`config.mk`:
```
export PLATFORM = sky130hd
export DESIGN_NAME = spi_slave
export DESIGN_NICKNAME = d
export VERILOG_FILES = /design/src/rtl/spi_slave.sv
export SDC_FILE = /design/constraint.sdc
export NUM_CORES = 1
export LEC_CHECK = 0
export CORE_UTILIZATION = 25
export CTS_CLUSTER_DIAMETER = 50
export DETAILED_ROUTE_END_ITERATION = 8
export PLACE_DENSITY = 0.42
export SLEW_MARGIN = 0
export SYNTH_ARGS = -nofsm -noshare
export SYNTH_HDL_FRONTEND = slang
export SYNTH_SLANG_ARGS = --single-unit
```
`constraint.sdc`:
```
create_clock -name clk -period 1.85 [get_ports clk]
set_clock_uncertainty 0.15 [all_clocks]
set_input_delay 0.4625 -clock clk [delete_from_list [all_inputs] [get_ports clk]]
set_output_delay 0.4625 -clock clk [all_outputs]
set_load 0.01 [all_outputs]
```
`src/rtl/spi_slave.sv`:
```
// SPI mode-0 byte slave.
// sclk and ss are sampled straight into clk-domain edge detectors.
// Each received byte is echoed back on miso during the following byte.
module spi_slave (
  input  logic       clk,
  input  logic       rst,
  input  logic       sclk,
  input  logic       ss,
  input  logic       mosi,
  output logic       miso,
  output logic [7:0] data,
  output logic       valid,
  output logic       sot,
  output logic       eot
);

  logic       sclk_prev_q, sclk_prev_d;
  logic       ss_prev_q,   ss_prev_d;
  // Stays 0 until ss has been seen high after reset. A select that is
  // already low when reset releases therefore does not look like a fresh
  // falling edge, so that transfer gets no sot.
  logic       seen_high_q, seen_high_d;
  logic [2:0] bit_cnt_q,   bit_cnt_d;
  logic [7:0] rx_sr_q,     rx_sr_d;
  logic [7:0] tx_sr_q,     tx_sr_d;
  logic [7:0] data_q,      data_d;
  logic       valid_q,     valid_d;
  logic       sot_q,       sot_d;
  logic       eot_q,       eot_d;
  logic       first_q,     first_d;

  logic       sclk_rise;
  logic       sclk_fall;
  logic       ss_fall;
  logic       ss_rise;
  logic       byte_done;
  logic [7:0] rx_next;

  // Edge detection and next-state computation for all registers.
  always_comb begin
    sclk_rise = sclk & ~sclk_prev_q;
    sclk_fall = ~sclk & sclk_prev_q;
    ss_fall   = ~ss & ss_prev_q & seen_high_q;
    ss_rise   = ss & ~ss_prev_q;
    rx_next   = {rx_sr_q[6:0], mosi};
    byte_done = sclk_rise & ~ss & (bit_cnt_q == 3'd7);

    sclk_prev_d = sclk;
    ss_prev_d   = ss;
    seen_high_d = seen_high_q | ss;
    bit_cnt_d   = bit_cnt_q;
    rx_sr_d     = rx_sr_q;
    tx_sr_d     = tx_sr_q;
    data_d      = data_q;
    valid_d     = 1'b0;
    sot_d       = 1'b0;
    eot_d       = ss_rise;
    first_d     = first_q;

    // Receive path: idle select holds the counter and shifter at zero,
    // which also throws away a partial byte cut short by ss rising.
    if (ss) begin
      bit_cnt_d = 3'd0;
      rx_sr_d   = 8'h00;
    end else if (sclk_rise) begin
      rx_sr_d   = rx_next;
      bit_cnt_d = bit_cnt_q + 3'd1;
    end

    // The 8th rise publishes the byte in the same clk edge.
    if (byte_done) begin
      data_d  = rx_next;
      valid_d = 1'b1;
      sot_d   = first_q;
    end

    if (ss_fall) begin
      first_d = 1'b1;
    end else if (byte_done) begin
      first_d = 1'b0;
    end

    // Transmit path. The fall right after the 8th rise happens with the
    // counter back at 0 and must not shift, otherwise the MSB of the
    // freshly loaded echo byte would be lost before the master samples it.
    if (ss || ss_fall) begin
      tx_sr_d = 8'h00;
    end else if (byte_done) begin
      tx_sr_d = rx_next;
    end else if (sclk_fall && (bit_cnt_q != 3'd0)) begin
      tx_sr_d = {tx_sr_q[6:0], 1'b0};
    end
  end

  // State registers with asynchronous reset.
  always_ff @(posedge clk or posedge rst) begin
    if (rst) begin
      sclk_prev_q <= 1'b0;
      ss_prev_q   <= 1'b1;
      seen_high_q <= 1'b0;
      bit_cnt_q   <= 3'd0;
      rx_sr_q     <= 8'h00;
      tx_sr_q     <= 8'h00;
      data_q      <= 8'h00;
      valid_q     <= 1'b0;
      sot_q       <= 1'b0;
      eot_q       <= 1'b0;
      first_q     <= 1'b0;
    end else begin
      sclk_prev_q <= sclk_prev_d;
      ss_prev_q   <= ss_prev_d;
      seen_high_q <= seen_high_d;
      bit_cnt_q   <= bit_cnt_d;
      rx_sr_q     <= rx_sr_d;
      tx_sr_q     <= tx_sr_d;
      data_q      <= data_d;
      valid_q     <= valid_d;
      sot_q       <= sot_d;
      eot_q       <= eot_d;
      first_q     <= first_d;
    end
  end

  assign miso  = ~ss & tx_sr_q[7];
  assign data  = data_q;
  assign valid = valid_q;
  assign sot   = sot_q;
  assign eot   = eot_q;

endmodule

```
# Yosys cells after proc, flatten, opt, wreduce, memory -nomap -nowiden
# Index checks and enable logic that the tools add are counted.
# totals
regBits	33
inputBits	5
out_inout_bits	12
# op_classes
n_addsub	1
n_bitwise	13
reduce_logical	6
n_eq_ne	1
n_mux	11
# op_table
op	n
two-way mux 8 bit	3
two-way mux 7 bit	2
AND 1 bit	8
two-way mux 3 bit	2
nonzero test 3 bit	2
two-way mux 1 bit	4
inverter 1 bit	4
nonzero test 2 bit	2
adder 3 x 1 -> 3 bit, second input constant	1
== test 3 bit, second input constant	1
logical AND 1 bit	1
logical OR 1 bit	1
bitwise OR 1 bit	1

# Logic depth before layout (Yosys ltp)
# Gate-level depths: netlist (run 1).
# depth
depth_word	6
depth_mapped	7
depth_no_buf	6

# Least setup slack after synthesis (run 1)
# Ideal clock, no wire load.
# synth_path
path_type	register to register
start	register bit_cnt_q[0]
end	register tx_sr_q[1]
setup_time_ns	0.082
path_buffers	1
required_time_ns	1.618
setup_slack_ns	0.257
t_arrival_ns	1.361
period_less_slack_ns	1.593
stages_incl_launch_ff	7
cell_sequence	dfrtp_1 inv_1 ha_1 nor2b_4 buf_4 or3b_1 a31oi_1
# synth_between
elab_chain_len	4
elab_cells_between_ends	7
classes_between	eq/ne (1); mux (2); bitwise (1); reduce/logical (3)
# synth_rtl
item	line	rtl
from (decl)	23	logic [2:0] bit_cnt_q, bit_cnt_d;
from (signal assigned)	113	bit_cnt_q <= bit_cnt_d;
== test 3 bit	46	byte_done = sclk_rise & ~ss & (bit_cnt_q == 3'd7);
AND 1 bit	46	
two-way mux 8 bit	88	end else if (byte_done) begin
two-way mux 8 bit	86	if (ss || ss_fall) begin
to (signal assigned)	115	tx_sr_q <= tx_sr_d;
to (decl)	25	logic [7:0] tx_sr_q, tx_sr_d;
# Several ways; a longest one is shown, not always the timed one.
# A chain may end at the register's enable or synchronous reset.

# Worst setup path in the final report (run 1)
# layout_path
start	input ss
end	output miso
# layout_between
elab_chain_len	2
# layout_rtl
item	line	rtl
from (decl)	8	input logic ss,
inverter 1 bit	124	assign miso = ~ss & tx_sr_q[7];
AND 1 bit	124	
to (decl)	10	output logic miso,
# No other way between the ends.

==> impl_metrics.toml, run 1 <==
[global_route]
grt_usage_pct = 11.6
grt_pass1_vias = 1104
antenna_found_initial = 0
grt_pass1_wl_um = 5310
overflow = 0
grt_max_degree = 17

[timing]
timing.final.crit_share_pct = 96.2
max_slew.worst_pin.slew_ns = 0.309
relSlewSlack_pct = 79.4
slew_viol_final = 0
rsz0062_at_grt = "no"
hold_viol_final = 0
setup_viol = 0
fin_crit_ns = 1.78
timing.fmax_mhz = 562

[finish]
nFillCells = 568
seq_area_um2 = 827
antenna_cells = 0
finalNetCount = 181
synthToLayoutAreaGrowth_pct = 30.6
final_cells = 246
final_util_pct = 33.9
multiInputGateArea_um2 = 538
drive_above_1_share_pct = 15.5

[setup_path]
r2r_cells = 5
worst_ep_arrival_time_ns = 1.17
worstSetupStartpointType = "primary input"
cp-end-kind = "primary output"
cp.required_ns = 1.24
crit_slowest_cell = "clkdlybuf4s50_1"
cp_max_fo = 2
worstPathCellList = "clkdlybuf4s50_1, nor2b_1, buf_2"
worstSetupPathType = "primary input to primary output"
max_stage_delay_ns = 0.44

[yosys]
synth_flop_cell = "dfrtp_1"
synthTopCellsByCount = "nand2_1, dfrtp_1, o21ai_0"
yosysUniqueCellTypes = 27
synth_area_mm2 = 0.00143
ys_seq_area_share_pct = 57.9
yosysMostFrequentCell = "nand2_1"
yosys-top-cells-area = "dfrtp_1, nand2_1, or3b_1"
async_reset_ff_share_pct = 100
yosysTopAreaCell = "dfrtp_1"
postSynthAreaPerCell_um2 = 9.92
synth_edf_count = 0
yosys_warnings = 0
synth_nets = 152
synth_seq_cells = 33
yosysTopAreaCellShare_pct = 56.0
synth_cells = 144

[floorplan]
core_area_mm2 = 0.00551
dieArea_mm2 = 0.00602
initial_utilization_pct = 25.9
io_pins = 17
die_w_um = 77.6
die_y_um = 77.6
row_count = 27

[clock_tree]
cts_htree_levels = 2
clk_root_buffer_cell = "clkbuf_8"
cts.clk_slew.worst_paths_ns = 0.06
cts_sinks = 33
cts_hold_buf = 0
clkLatencyLatePin_ns = 0.28
clk_path_buf_depth = 2
cts_buffers = 5
cts_tree = "built"
post_cts_buffers = 0

[place]
port_buffers = 16
dp.cells = 238
gp_congestion = 0.751
dp_hpwl_um = 2310

[drt]
antenna_left = 0
firstDrtPassIters = 6
vias_per_cell = 4.45
drt_iter0_markers = 85
drcViolationCount = 2
vias = 1094
detail_route.wl_per_cell_um = 12.4
wl_um = 3040

[run_status]
status = "finished, violations left"
violations = "design-rule violations"

[power]
finalPower_mw = 1.52
seqPwrFrac_pct = 48.4
peakVddDrop_mv = 0.257
leakagePower_nw = 0.838
p_switching_mw = 0.310
clkPwrFrac_pct = 45.1
p_comb_share_pct = 6.5
switching_share_pct = 20.4
power_density_mw_per_mm2 = 816
p_int_mw = 1.21

[flow_run]
cap_viol_max_count = 0

[worst_hold_path]
hp-class = "primary input to async pin"
power groups by stage:
stage | Sequential (mW) | Clock, mW | Combinational (mW)
global placement | 0.750 | 0 | 0.0972
global route | 0.737 | 0.749 | 0.111
detailed placement | 0.750 | 0 | 0.100
CTS | 0.737 | 0.715 | 0.100
floorplan | 0.749 | 0 | 0.0557
finish | 0.737 | 0.687 | 0.0988
state kept, by name, summed over array words and instances, names as in the netlist:
register     cells
bit_cnt_q        3
data             8
eot              1
first_q          1
rx_sr_q          7
sclk_prev_q      1
seen_high_q      1
sot              1
ss_prev_q        1
tx_sr_q          8
valid            1
logic make-up (layout without fill, tap and decap cells):
kind of cell,after synthesis,count (layout),share of synthesized area (%)
and+or+nand+nor,61,61,21.5
AOI/OAI and AO/OA,34,34,12.9
DFF,33,33,57.9
buffers and inverters,12,42,4.47
adders and majority gates,3,3,2.63
xor gates and xnor gates,1,1,0.613
worst max-delay path: cells and delay by family:
family	cells	cell delay (ns)
buffers and inverters	2	0.58
AND/OR/NAND/NOR	1	0.13
cell usage in the layout, fill, tap and decap left out:
cell / n
a21boi_1: 1
a21oi_1: 10
a31oi_1: 7
and2_1: 1
and2b_1: 1
buf_12: 1
buf_2: 1
buf_4: 12
buf_6: 1
bufinv_16: 1
clkbuf_1: 1
clkbuf_8: 6
clkdlybuf4s50_1: 15
dfrtp_1: 32
dfstp_2: 1
ha_1: 3
inv_1: 3
inv_4: 1
nand2_1: 44
nand2b_1: 1
nand2b_4: 1
nand4bb_1: 1
nor2_1: 1
nor2b_1: 2
nor2b_4: 1
o211ai_1: 1
o21ai_0: 11
o21ai_1: 4
or2_2: 1
or3b_1: 7
xnor2_1: 1
what timing repair did:
action | 4_1_cts | 5_1_grt
hold endpoints to repair | 0 | 0
gates resized for setup | 4 | 2
endpoints found under the setup margin | 1 | 4
layer usage:
metal	GRT usage (%)	wire length (um)	part of all wire [%]	up-vias
li1	-	-	-	538
met1	14.7	1450	48	527
met2	18.9	1440	47	23
met3	2.94	104	3.4	6
met4	4.53	46	1.5	0
met5	0	0	0	-
layout make-up:
type	instances	share of cell area, %
clock inverters	1	1.61
multi-input cells	99	28.8
flip-flops and latches	33	44.3
inverters	4	0.939
clock buffers	7	4.63
well taps	72	4.83
repair buffers	30	14.8
path summary, 6_finish.rpt:
check | start | end | slack, ns
worst max-delay path | ss | miso | 0.07
worst min-delay path | rst | seen_high_q | 0.28
worst max register to register | bit_cnt_q[0] | tx_sr_q[2] | 0.23
worst min register to register | data[2] | data[2] | 0.32
max in group asynchronous | rst | data[2] | 0.80
min in group clk | data[2] | data[2] | 0.32
per-stage QoR:
step,setup TNS (ns),setup WS [ns],area [um^2],hold WS [ns]
final,0,0.0696,1870,0.280
after global routing,0,0.00636,1870,0.310
after CTS,0,0.0414,1860,0.286
after detailed placement,-3.67,-0.323,1750,0.312
after global placement,-3.14,-0.295,1750,0.311
after floorplan,0,0.257,1430,0.292
(Power assumes the default switching activity.)
==> run 2, diff against run 1 <==
CTS_CLUSTER_DIAMETER = unset   (was 50)
==> results of run 2 <==
Same layout as run 1: the final DEF is identical, and so are final timing and power.
==> run 3, diff against run 2 <==
ABC_CLOCK_PERIOD_IN_PS = 1850   (was unset)
CORE_MARGIN = 2   (was unset)
==> run 3 against run 2 <==
  * The flow now finishes without violations
  * Via count is 4.2% lower
  * First-iteration DRC count rose by 59%
  * Worst hold slack improved by 0.047 ns
  * Wire length unchanged
  * Combinational power decreased by 6.1%
  * Flip-flop and latch count unchanged
  * Sequential share of layout area increased by 1.6 points
  * Critical path type is now flop to primary output
  * Global-route usage is 0.82 points lower
  * Clock-buffer cell count is 1 lower
==> impl_metrics.toml, run 3 (same netlist as run 1, synthesis figures left out) <==
[run_status]
status = "finished clean"

[setup_path]
cp_num_buf_inv = 1
worstSetupStartpointType = "flop"
max_stage_delay_ns = 0.54
r2r_cells = 5
cp.required_ns = 1.24
worst_ep_arrival_time_ns = 1.17
reg2reg_to = "tx_sr_q[3]"
worstPathCellList = "clkdlybuf4s50_1"
cp-end-kind = "primary output"
rrSetupSlack_ns = 0.23
cp_max_fo = 2
crit_slowest_cell = "clkdlybuf4s50_1"
worstSetupPathType = "flop to primary output"
reg2reg_from = "bit_cnt_q[0]"
cp_top_family = "buffers and inverters"

[clock_tree]
cts_hold_buf = 0
clkLatencyLatePin_ns = 0.28
cts_htree_levels = 2
clk_root_buffer_cell = "clkbuf_8"
cts.clk_slew.worst_paths_ns = 0.07
cts_buffers = 5
clk_path_buf_depth = 2
cts_sinks = 33
cts_tree = "built"

[flow_run]
cap_viol_max_count = 0

[place]
gp_congestion = 0.749
port_buffers = 16
dp_hpwl_um = 2120
dp.cells = 234
dp_slack_ns = -0.309

[timing]
hold_viol_final = 0
rsz0062_at_grt = "no"
setup_viol = 0
fin_crit_ns = 1.78
timing.fmax_mhz = 561
timing.final.crit_share_pct = 96.3
setup_slack_ns = 0.0676
slew_viol_final = 0
max_slew.worst_pin.slew_ns = 0.373
relSlewSlack_pct = 75.1

[drt]
vias_per_cell = 4.33
drcViolationCount = 0
drt_iter0_markers = 135
vias = 1048
firstDrtPassIters = 4
detail_route.wl_per_cell_um = 12.6
antenna_left = 0
wl_um = 3040

[floorplan]
core_area_mm2 = 0.00551
io_pins = 17
initial_utilization_pct = 25.9
die_y_um = 79.6
row_count = 27
die_w_um = 79.6
dieArea_mm2 = 0.00634

[finish]
final_cells = 242
layout_common_cells = "nand2_1, dfrtp_1, clkdlybuf4s50_1"
finalNetCount = 177
final_util_pct = 32.7
nFillCells = 573
drive_above_1_share_pct = 13.5
antenna_cells = 0
synthToLayoutAreaGrowth_pct = 26.1
final_common_cell = "nand2_1"

[global_route]
overflow = 0
grt_max_degree = 34
grt_usage_pct = 10.8
antenna_found_initial = 0
grt_pass1_vias = 1033
grt_pass1_wl_um = 5260

[worst_hold_path]
hp-class = "flop to flop"
hold_depth = 2
hold_start = "data[0]"
min_to = "data[0]"

[power]
peakVddDrop_mv = 0.216
leakagePower_nw = 0.804
power_density_mw_per_mm2 = 750
## run 3: cell types whose count changed in the layout (fill, tap and decap cells not counted), sizes merged
cell	previous run	this run
buf	15	11
bufinv	1	0
clkbuf	7	6
clkinv	0	2
## run 3: stage by stage
step	total power, mW	cell area (um^2)	setup TNS [ns]	hold slack (ns)
floorplan	0.805	1430	0	0.292
global placement	0.842	1720	-3.25	0.314
detailed placement	0.844	1720	-3.74	0.317
CTS	1.37	1800	0	0.334
global route	1.42	1800	0	0.366
finish	1.35	1800	0	0.326
## run 3: repair_timing
item / CTS / global route
setup buffers: 0 / 0
gates resized for setup: 4 / 2
setup endpoints to repair: 1 / 1
## run 3: worst max path at each step
stage	end	start	cells after the start
floorplan	tx_sr_q[1]	bit_cnt_q[0]	6
global placement	miso	ss	3
detailed placement	miso	ss	3
CTS	data[1]	data[1]	1
global route	data[6]	data[6]	1
finish	data[6]	data[6]	1
## run 3: where the power goes
group	total, mW	internal, mW	switching [mW]
Clock	0.521	0.261	0.260
Sequential	0.737	0.730	0.00712
Combinational	0.0928	0.0384	0.0544
## run 3: per-layer routing
metal  global-route usage, %  wire, um
met5                       0         0
met2                    16.0      1410
met4                    3.62        38
met1                    14.8      1480
met3                    3.51       115
## run 3: cell type report
cell class | count | area (um^2) | area share, %
Multi-Input combinational cell | 99 | 538 | 29.9
Sequential cell | 33 | 827 | 45.9
Inverter | 4 | 17.5 | 0.972
Timing Repair Buffer | 26 | 246 | 13.7
Clock inverter | 2 | 10.0 | 0.556
Clock buffer | 6 | 72.6 | 4.03
Tap cell | 72 | 90.1 | 5.00
==> edit 1, RTL diff (settings of run 3) <==
Register the output `eot` once more, cleared by the reset; this adds one clock of latency there. The other outputs are not delayed to match.
--- a/src/rtl/spi_slave.sv
+++ b/src/rtl/spi_slave.sv
@@ -126,5 +126,11 @@
   assign valid = valid_q;
   assign sot   = sot_q;
-  assign eot   = eot_q;
+  always_ff @(posedge clk or posedge rst) begin
+    if (rst) begin
+      eot <= '0;
+    end else begin
+      eot <= eot_q;
+    end
+  end
 
 endmodule
Formal check against the unedited RTL: not equivalent (Yosys sat finds a counterexample within 4 cycles, from zero or initial values and one cycle with rst high).
==> edit 1 against run 3 <==
Total power is 9.9% higher. Hold slack worse by 0.13 ns. Cell area is 3.7% higher. Die area is 1.7% higher. Routed wire length barely moved. Non-clock buffer count grew 2. Worst setup slack worse by 0.015 ns. First-iteration DRC count down 44%. Critical path depth did not move. Synthesized area grew 1.8%. Clock power is 21% higher. Fmax is 0.81% lower. Global-route usage grew 0.17 points. Sequential cell count is 1 higher. Critical path type unchanged.
==> edit 1: results (changes against run 3) <==
status finished clean (unchanged); worst skew pair latency 0.28 ns (about the same); routed wl met3 135 um (was 115 um); Slowest cell on crit path clkdlybuf4s50_1 (unchanged); CP max FO 2 (unchanged); LEAKAGE 0.857 nW (was 0.804 nW); worst IR drop on VDD 0.245 mV (was 0.216 mV); clk root buf clkbuf_8 (unchanged); Ant. Diodes 0 (unchanged); post-synthesis sequential area ratio 58.6% (was 57.9%); clock-pin slew on the worst setup and hold paths 0.07 ns (about the same); hpwl dp 2.22 mm (was 2.12 mm); syn_nets 153 (was 152); Top Layer Used met4 (unchanged); antenna violations before repair 0 (unchanged); IO Port Bufs 16 (unchanged); largest net degree at the start of global routing 21 (was 34); Syn Area/Cell 10.0 um^2 (was 9.92 um^2); cell family with most CP delay buffers and inverters (unchanged); first-pass GRT wire length 5.29 mm (was 5.26 mm); GP Congestion 0.782 (was 0.749); total track usage 11.0% (was 10.8%); worst path arrival time 1.18 ns; met2 routed WL 1.48 mm (was 1.41 mm); H-tree depth 2 (unchanged); Via density 4.45 (was 4.33); placed cell area 1760 um^2 (was 1720 um^2); drt pass-1 iters 5 (was 4); layout cells sized above 1 15.0% (was 13.5%); pre-CTS setup slack -0.304 ns (was -0.309 ns); path type of the worst min-delay path reg2reg (unchanged); commonest cells in the netlist nand2_1, dfrtp_1, o21ai_0 (unchanged); Max clock buf depth 2 (unchanged); yosys warns 0 (unchanged); Post-synth ARST share 100% (unchanged); aggregate routed wire length 3.05 mm (was 3.04 mm); NumNets Final 180 (was 177); top post-synthesis cells by area dfrtp_1, nand2_1, or3b_1, o21ai_0, a21oi_1 (unchanged); initial drt markers 75 (was 135); Slew Limit Fails 0 (unchanged); routed vias 1091 (was 1048); post-synth cell types 27 (unchanged); number of global-route vias before repair 1097 (was 1033); Placed Cells 237 (was 234); M1 wire length 1.38 mm (was 1.48 mm); setup ws final 0.0530 ns (was 0.0676 ns); number of filler cells placed in the layout 588 (was 573); CTS Buf Count 5 (unchanged); R2R setup slack 0.20 ns (was 0.23 ns); largest stage delay on the critical path 0.54 ns (about the same); Slew @ Worst Pin 0.340 ns (was 0.373 ns)
==> edit 1: cell types whose count changed in the layout (fill, tap and decap cells not counted) <==
| cell | delta |
|---|---|
| inv_2 | +1 |
| clkbuf_1 | -1 |
| dlymetal6s2s_1 | +1 |
| dfrtp_1 | +1 |
| buf_4 | +2 |
| clkdlybuf4s50_1 | -1 |
| clkinv_2 | -2 |
| clkbuf_8 | +3 |
| inv_4 | -1 |
==> edit 1: logic make-up after synthesis <==
| kind of cell | share of synthesized area, % |
|---|---|
| compound gates | 12.7 |
| flops | 58.6 |
| fa+ha+maj | 2.58 |
| simple gates | 21.2 |
| xor+xnor | 0.603 |
| buf+inv | 4.39 |
==> edit 1: repair_timing <==
item,4_1_cts,5_1_grt
gates resized for setup,3,3
endpoints found under the hold margin,0,0
endpoints found under the setup margin,1,3
hold buffers,0,0
buffers inserted,0,0
==> edit 1: final timing paths <==
| path | from | to | cells after the start |
|---|---|---|---|
| worst max register to register | bit_cnt_q[0] | tx_sr_q[0] | 7 |
| min in group asynchronous | rst | data[3] | 3 |
| worst max-delay path | data[0] | data[0] | 1 |
| worst min register to register | eot_q | eot | 0 |
| worst min-delay path | eot_q | eot | 0 |
| max in group asynchronous | rst | rx_sr_q[0] | 3 |
==> edit 1: cell type report <==
type	instances	area (um^2)	share of cell area [%]
flip-flops and latches	34	852	45.6
multi-input cells	99	538	28.8
repair buffers	28	264	14.1
clock buffers	8	110	5.89
well taps	72	90.1	4.82
inverters	4	15.0	0.803
==> edit 1: layer usage <==
layer  vias up  track usage, %
li1        533               -
met1       531            13.6
met2        21            17.2
met3         6            4.38
met4         0            4.07
met5         -               0
==> edit 1: stage by stage <==
step | setup TNS, ns | hold WS, ns | util [%]
floorplan | 0 | 0.181 | -
finish | 0 | 0.201 | 33.5
detailed placement | -3.85 | 0.189 | 31.5
global placement | -3.55 | 0.187 | 31.5
global route | 0 | 0.218 | 33.5
CTS | 0 | 0.205 | 33.5
==> edit 1: where the power goes <==
| part | switching (mW) | total (mW) | internal, mW |
|---|---|---|---|
| combinational | 0.0542 | 0.0947 | 0.0406 |
| clock | 0.253 | 0.629 | 0.375 |
| sequential | 0.00777 | 0.761 | 0.753 |
==> edit 2, RTL diff (settings of run 3) <==
Made on the original files. Make the reset (`rst`) synchronous in one clocked block. Comments in the files are not updated.
--- a/src/rtl/spi_slave.sv
+++ b/src/rtl/spi_slave.sv
@@ -94,5 +94,5 @@
 
   // State registers with asynchronous reset.
-  always_ff @(posedge clk or posedge rst) begin
+  always_ff @(posedge clk) begin
     if (rst) begin
       sclk_prev_q <= 1'b0;
Behaviour: differs if rst is asserted again (counterexample within 4 cycles, from zero or initial values and one cycle with rst high); with rst held inactive, the same outputs for 10 cycles.
==> edit 2 against run 3 <==
Sequential cell count is the same. Fmax up 0.64%. Cell area down 9.7%. Routed wire length shrank 8.7%. Worst setup slack better by 0.011 ns. Total power shrank 5.2%. Non-clock buffer count increased by 1. Core utilization is 1.5 points higher. Synthesized area fell by 13%. Via count down 4.5%. Critical path depth rose by 6. Global-route usage grew 0.54 points. Synthesized cell count down 0.69%. Critical endpoint is now tx_sr_q[5]. Largest cell class unchanged. Highest routed layer unchanged.
==> edit 2: results (changes against run 3) <==
status finished clean (unchanged); Via density 4.22 (was 4.33); first-pass GRT wire length 4.63 mm (was 5.26 mm); Worst Hold End data[2] (was data[0]); worst IR drop on VDD 0.272 mV (was 0.216 mV); worst r2r src bit_cnt_q[0] (unchanged); Slowest cell on crit path dfxtp_2 (was clkdlybuf4s50_1); clock-pin slew on the worst setup and hold paths 0.06 ns; largest stage delay on the critical path 0.33 ns (was 0.54 ns); post-synthesis sequential area ratio 53.1% (was 57.9%); hold wc startpoint data[2] (was data[0]); total track usage 11.3% (was 10.8%); H-tree depth 2 (unchanged); number of global-route vias before repair 941 (was 1033); aggregate routed wire length 2.78 mm (was 3.04 mm); NumNets Final 179 (was 177); FF-to-FF End tx_sr_q[5] (was tx_sr_q[3]); hpwl dp 1.92 mm (was 2.12 mm); top post-synthesis cells by area dfxtp_1, nand2_1, a21oi_1, a31oi_1, ha_1 (was dfrtp_1, nand2_1, or3b_1, o21ai_0, a21oi_1); GP Congestion 0.711 (was 0.749); commonest cells in the netlist nand2_1, dfxtp_1, a21oi_1 (was nand2_1, dfrtp_1, o21ai_0); Syn Area/Cell 8.71 um^2 (was 9.92 um^2); routed vias 1001 (was 1048); antenna violations before repair 0 (unchanged); Top FF cell, synth dfxtp_1 (was dfrtp_1); initial drt markers 56 (was 135); R2R setup slack 0.08 ns (was 0.23 ns); largest net degree at the start of global routing 14 (was 34); post-synth cell types 27 (unchanged); Sw Share 22.2% (was 23.8%); syn_nets 151 (was 152); clock share of power 37.9% (was 38.6%); r2r worst-path depth 7 (was 5); Max clock buf depth 2 (unchanged); Slew @ Worst Pin 0.360 ns (was 0.373 ns); drt pass-1 iters 4 (unchanged); pre-CTS setup slack -0.351 ns (was -0.309 ns); worst path arrival time 1.83 ns (was 1.17 ns); clk root buf clkbuf_8 (unchanged); cell family with most CP delay compound AO/OA/AOI/OAI gates (was buffers and inverters); Post-synth ARST share 0% (was 100%); IO Port Bufs 16 (unchanged); layout cells sized above 1 16.5% (was 13.5%); CP max FO 6 (was 2); Placed Cells 229 (was 234); LEAKAGE 0.581 nW (was 0.804 nW)
==> edit 2: power by group through the flow <==
stage                     Combinational (mW)  Sequential [mW]  Clock, mW
after global routing                  0.0749            0.729      0.530
after floorplan                       0.0360            0.741          0
after CTS                             0.0667            0.727      0.506
after detailed placement              0.0650            0.743          0
after global placement                0.0637            0.742          0
final                                 0.0670            0.728      0.485
==> edit 2: per-layer routing <==
| layer | track usage [%] | part of all wire (%) | vias up |
|---|---|---|---|
| met5 | 0 | 0 | - |
| met4 | 5.36 | 1.8 | 0 |
| met3 | 3.66 | 3.3 | 6 |
| met2 | 16.2 | 44 | 16 |
| met1 | 15.4 | 51 | 451 |
| li1 | - | - | 528 |
==> edit 2: cells by family (layout without fill, tap and decap cells) <==
group | Yosys count | in the layout | share of synthesized area (%)
AND/OR/NAND/NOR | 59 | 59 | 20.8
AO/OA/AOI/OAI | 35 | 36 | 16.9
flip-flops | 33 | 33 | 53.1
buffers and inverters | 11 | 37 | 4.72
adder cells (fa/ha/maj) | 3 | 3 | 3.02
XOR/XNOR | 1 | 1 | 0.704
multiplexers | 1 | 1 | 0.804
==> edit 2: tightest hold or removal path, cell delays in order (launching register included) <==
cell and delay [ns]:
dfxtp_1 0.31, nand2_1 0.05, a21oi_1 0.05
==> edit 2: final cells by class <==
cell class | count | area, um^2
clock buffers | 5 | 68.8
clock inverters | 1 | 5.00
fillers | 529 | 3130
inverters | 4 | 15.0
multi-input cells | 100 | 552
flip-flops and latches | 33 | 663
well taps | 67 | 83.8
repair buffers | 27 | 240
==> edit 2: worst max path at each step <==
stage          cells after the start  slack [ns]          from    endpoint
6_report                           7        0.08  bit_cnt_q[0]  tx_sr_q[5]
5_1_grt                            8       0.002  bit_cnt_q[0]  tx_sr_q[0]
4_1_cts                            8        0.06  bit_cnt_q[0]  tx_sr_q[0]
3_5_place_dp                       3       -0.35            ss        miso
3_3_place_gp                       3       -0.38            ss        miso
2_1_floorplan                      8        0.11  bit_cnt_q[0]  tx_sr_q[2]
==> edit 2: stage by stage <==
| stage | cell area, um^2 | setup TNS (ns) | hold WS, ns |
|---|---|---|---|
| 6_report | 1630 | 0 | 0.303 |
| 5_1_grt | 1630 | 0 | 0.328 |
| 4_1_cts | 1600 | 0 | 0.306 |
| 3_5_place_dp | 1520 | -5.20 | 0.297 |
| 3_3_place_gp | 1520 | -4.92 | 0.293 |
| 2_1_floorplan | 1240 | 0 | 0.280 |
==> edit 2: timing repair <==
| item | CTS | global route |
|---|---|---|
| setup endpoints to repair | 2 | 11 |
| buffers inserted | 1 | 0 |
| resized for setup | 5 | 6 |
| cloned | 1 | 0 |
| pin swaps | 1 | 0 |
